## config.mk

```make
export PLATFORM = sky130hd
export DESIGN_NAME = siso_frame_rx
export DESIGN_NICKNAME = d
export VERILOG_FILES = /design/src/rtl/siso_frame_rx.sv
export SDC_FILE = /design/constraint.sdc
export NUM_CORES = 1
export LEC_CHECK = 0
export ABC_AREA = 1
export BUFFER_PORTS_ARGS = -buffer_cell sky130_fd_sc_hd__clkbuf_2
export CAP_MARGIN = 40
export CELL_PAD_IN_SITES_DETAIL_PLACEMENT = 0
export CELL_PAD_IN_SITES_GLOBAL_PLACEMENT = 1
export CORE_ASPECT_RATIO = 0.75
export CORE_MARGIN = 2
export CORE_UTILIZATION = 41
export DETAILED_ROUTE_END_ITERATION = 6
export GPL_ROUTABILITY_DRIVEN = 0
export PLACE_DENSITY_LB_ADDON = 0.2
export SLEW_MARGIN = 15
export SYNTH_ARGS = -nofsm -noshare
export SYNTH_HDL_FRONTEND = slang
export SYNTH_SLANG_ARGS = --single-unit
export TNS_END_PERCENT = 10
```

## constraint.sdc

```tcl
create_clock -name clk -period 1.35 [get_ports clk]
set_input_delay 0.0675 -clock clk [delete_from_list [all_inputs] [get_ports clk]]
set_output_delay 0.0675 -clock clk [all_outputs]
set_load 0.01 [all_outputs]
```

## src/rtl/siso_frame_rx.sv

```systemverilog
// Serial frame receiver: start bit, DATA_W data bits LSB-first, optional parity, stop bit.
// Completed words are presented on a valid/ready holding register with parity, frame and overrun status.
module siso_frame_rx #(
    parameter int DATA_W     = 8,
    parameter int PARITY_EN  = 1,
    parameter int PARITY_ODD = 0
) (
    input  logic              clk,
    input  logic              reset,
    input  logic              serial_in,
    output logic [DATA_W-1:0] data_out,
    output logic              data_valid,
    input  logic              data_ready,
    output logic              parity_err,
    output logic              frame_err,
    output logic              overrun,
    output logic              busy
);

    localparam int CNT_W = (DATA_W > 1) ? $clog2(DATA_W) : 1;
    localparam logic [CNT_W-1:0] LAST_BIT = CNT_W'(DATA_W - 1);

    typedef enum logic [1:0] {IDLE, DATA, PARITY, STOP} state_t;

    state_t              state_q, state_d;
    logic [CNT_W-1:0]    cnt_q, cnt_d;
    logic [DATA_W-1:0]   shift_q, shift_d;
    logic                par_bit_q, par_bit_d;
    logic [DATA_W-1:0]   out_q, out_d;
    logic                valid_q, valid_d;
    logic                perr_q, perr_d;
    logic                ferr_q, ferr_d;
    logic                ovr_q, ovr_d;
    logic                busy_q, busy_d;
    logic                commit;
    logic                calc_perr;

    always_comb begin
        state_d   = state_q;
        cnt_d     = cnt_q;
        shift_d   = shift_q;
        par_bit_d = par_bit_q;
        out_d     = out_q;
        valid_d   = valid_q;
        perr_d    = perr_q;
        ferr_d    = 1'b0;
        ovr_d     = 1'b0;
        commit    = 1'b0;
        // Received parity bit XOR data XOR mode: nonzero means the bit disagrees with the expected one.
        calc_perr = (PARITY_EN != 0) ? (par_bit_q ^ (^shift_q) ^ (PARITY_ODD != 0)) : 1'b0;

        case (state_q)
            IDLE: begin
                if (serial_in) begin
                    state_d = DATA;
                    cnt_d   = '0;
                    shift_d = '0;
                end
            end
            DATA: begin
                shift_d[cnt_q] = serial_in;
                cnt_d          = cnt_q + 1'b1;
                if (cnt_q == LAST_BIT) begin
                    state_d = (PARITY_EN != 0) ? PARITY : STOP;
                end
            end
            PARITY: begin
                par_bit_d = serial_in;
                state_d   = STOP;
            end
            STOP: begin
                state_d = IDLE;
                if (serial_in) begin
                    ferr_d = 1'b1;
                end else begin
                    commit = 1'b1;
                end
            end
            default: state_d = IDLE;
        endcase

        if (valid_q && data_ready) begin
            valid_d = 1'b0;
        end
        // A full register that is not being drained on this edge keeps its word; the new one is lost.
        if (commit) begin
            if (!valid_q || data_ready) begin
                out_d   = shift_q;
                valid_d = 1'b1;
                perr_d  = calc_perr;
            end else begin
                ovr_d = 1'b1;
            end
        end

        busy_d = (state_d != IDLE);
    end

    always_ff @(posedge clk or posedge reset) begin
        if (reset) begin
            state_q   <= IDLE;
            cnt_q     <= '0;
            shift_q   <= '0;
            par_bit_q <= 1'b0;
            out_q     <= '0;
            valid_q   <= 1'b0;
            perr_q    <= 1'b0;
            ferr_q    <= 1'b0;
            ovr_q     <= 1'b0;
            busy_q    <= 1'b0;
        end else begin
            state_q   <= state_d;
            cnt_q     <= cnt_d;
            shift_q   <= shift_d;
            par_bit_q <= par_bit_d;
            out_q     <= out_d;
            valid_q   <= valid_d;
            perr_q    <= perr_d;
            ferr_q    <= ferr_d;
            ovr_q     <= ovr_d;
            busy_q    <= busy_d;
        end
    end

    assign data_out   = out_q;
    assign data_valid = valid_q;
    assign parity_err = perr_q;
    assign frame_err  = ferr_q;
    assign overrun    = ovr_q;
    assign busy       = busy_q;

endmodule

```

==> results.ini <==
[routing]
ant_nets = 0
first_pass_iters = 4
via_per_inst = 4.80
wire_per_inst_um = 10.9
drcViolationCount = 0
wirelength_um = 2290
drt_first_iter_violations = 35
vias = 1009

[clock_tree]
clock_latency_ps = 270
root_buffer = clkbuf_8
cts_tree = built
htree_levels = 1
cts.sinks = 27
numCtsBuffers = 3
clkSlewWorstSetupHoldPaths_ps = 90
clk_path_buf_depth = 2

[critical_path]
worstSetupPathType = flip-flop to flip-flop
critPathRequiredTime_ps = 1520
cp-end-kind = flip-flop
reg2reg_slack_ps = 120
crit_fanout = 5
arrival_ps = 1400
startpoint_type = flip-flop

[sta]
worstMarginPinSlew_ps = 342
fin_tns_setup_ps = 0
slew_headroom_pct = 77.2
fmax_mhz = 814
holdWs_ps = 73.0
slew_violations = 0
finalHoldViolCount = 0
fin_skew_ps = 1.89
fin_crit_ps = 1230
setup_violations = 0
fin_crit_sh_pct = 91.0
rsz0062_at_grt = false

[finish]
finalNetCount = 179
antennaDiodeCount = 0
drive_gt1_share_pct = 20.9
fill_cells = 288
syn_to_final_growth_pct = 16.0
utilization_pct = 49.8

[logic_synthesis]
synth_area_per_cell_um2 = 8.52
synth_top_cell_by_area = dfrtp_1
synth_top_area_share_pct = 53.2
syn-num-nets = 155
ys_seq_area_share_pct = 53.2
synthTopCellsByArea = dfrtp_1 53%, nand2_1 14%, inv_1 5.6%
synth_cell_types = 19
synthCells = 149
ys_seq_elements = 27
ys_warn_count = 0
syn_area_um2 = 1270

[floorplanning]
boundaryPins = 17
start_util_pct = 43.0
rows = 17
fp.dieW_um = 68.3
core_area_um2 = 2960
die_h_um = 52.2
die-area_um2 = 3560

[global_route]
grt_max_degree = 28
grt_pass1_wl_um = 3930
grt_usage_pct = 15.2
grt_pass1_vias = 893
antenna_found_initial = 0
grt_overflow_total = 0

[pwr]
p_int_w = 0.00185
power.density_nw_per_um2 = 2150
swShare_pct = 41.6
pwr-share-clk_pct = 14.7
p_total_w = 0.00317
switchingPower_w = 0.00132
p_seq_share_pct = 40.9
ir_drop_mv = 0.951
leakage_nw = 0.771
combPwrFrac_pct = 44.4

[job]
drv_cap = 0

[run_status]
status = complete, no violations

[placed_design]
dp_hpwl_um = 1710
portBuffers = 16

[hold_path]
min_path_type = input pin to flip-flop

-- synth_stat cells --
cell	count
nand2_1	47
dfrtp_1	27
inv_1	19
nand3_1	12
a21oi_1	7
o21ai_0	7
o21ai_2	7
o22ai_1	7
nor2_1	4
ha_1	2
inv_2	2
a21oi_2	1
buf_2	1
buf_6	1
nor2_2	1
nor2_4	1
nor3_1	1
o31ai_1	1
xor2_1	1
-- power by group through the flow --
stage                     clock network, W  logic [W]  registers [W]
after floorplan                          0   0.000967        0.00134
after global placement                   0    0.00139        0.00130
after detailed placement                 0    0.00140        0.00132
after CTS                         0.000483    0.00142        0.00130
after global routing              0.000523    0.00162        0.00134
final                             0.000467    0.00141        0.00130
-- metal layers --
metal,part of all wire [%],global-route usage (%),up-vias
met5,0,0,-
li1,-,-,526
met4,1.4,6.00,0
met2,43,23.0,14
met1,51,20.6,465
met3,4.1,4.52,4
-- state kept, by name (all words and copies together) (netlist names) --
signal	count
busy	1
cnt_q	3
data_out	8
data_valid	1
frame_err	1
overrun	1
par_bit_q	1
parity_err	1
shift_q	8
state_q	2
-- metrics by stage --
step	setup slack, ps	std cells	instance area, um2
6_report	122	210	1470
5_1_grt	11.2	210	1470
4_1_cts	128	210	1470
3_5_place_dp	141	205	1410
3_3_place_gp	163	205	1410
2_1_floorplan	122	149	1270
-- area by class of cell --
class	count	area, um2	share of cell area, %
clock buffers	3	41.3	2.80
clock inverters	1	7.51	0.510
inverters	21	81.3	5.52
multi-input cells	99	499	33.9
flip-flops and latches	27	676	45.9
well taps	38	47.5	3.23
repair buffers	21	120	8.16
-- layout by cell type (no fill, tap or decap), drive strengths merged --
cell          n
a21oi         8
buf           4
clkbuf       19
clkinvlp      1
dfrtp        27
dlygate4sd3   1
ha            2
inv          21
nand2        47
nand3        12
nor2          6
nor3          1
o21ai        14
o22ai         7
o31ai         1
xor2          1
-- cells by family after synthesis --
kind of cell             Yosys count  synth area share [%]
adder cells (fa/ha/maj)            2                  1.97
XOR/XNOR                           1                 0.690
AND/OR/NAND/NOR                   66                  21.6
AO/OA/AOI/OAI                     30                  15.1
flip-flops                        27                  53.2
buffers and inverters             23                  7.49
-- worst max-delay path, cell delays in order, from the launching register on --
cell and delay [ps]:
dfrtp_1 430, ha_1 220, ha_1 190, o31ai_1 280
-- path summary, 6_finish.rpt --
check                         endpoint        start  depth (start not counted)
min                            overrun   data_ready                          4
max in group asynchronous     cnt_q[2]        reset                          4
max reg2reg                 state_q[0]     cnt_q[0]                          3
min in group asynchronous  data_out[7]        reset                          4
min reg2reg                data_out[0]  data_out[0]                          2
max                         state_q[0]     cnt_q[0]                          3
-- repair_timing --
| item | 4_1_cts | 5_1_grt |
|---|---|---|
| endpoints found under the hold margin | 27 | 0 |
| buffers inserted | 0 | 0 |
| hold buffers | 1 | 0 |
| endpoints found under the setup margin | 0 | 3 |
| resized for setup | 0 | 2 |
(Power assumes the default switching activity.)
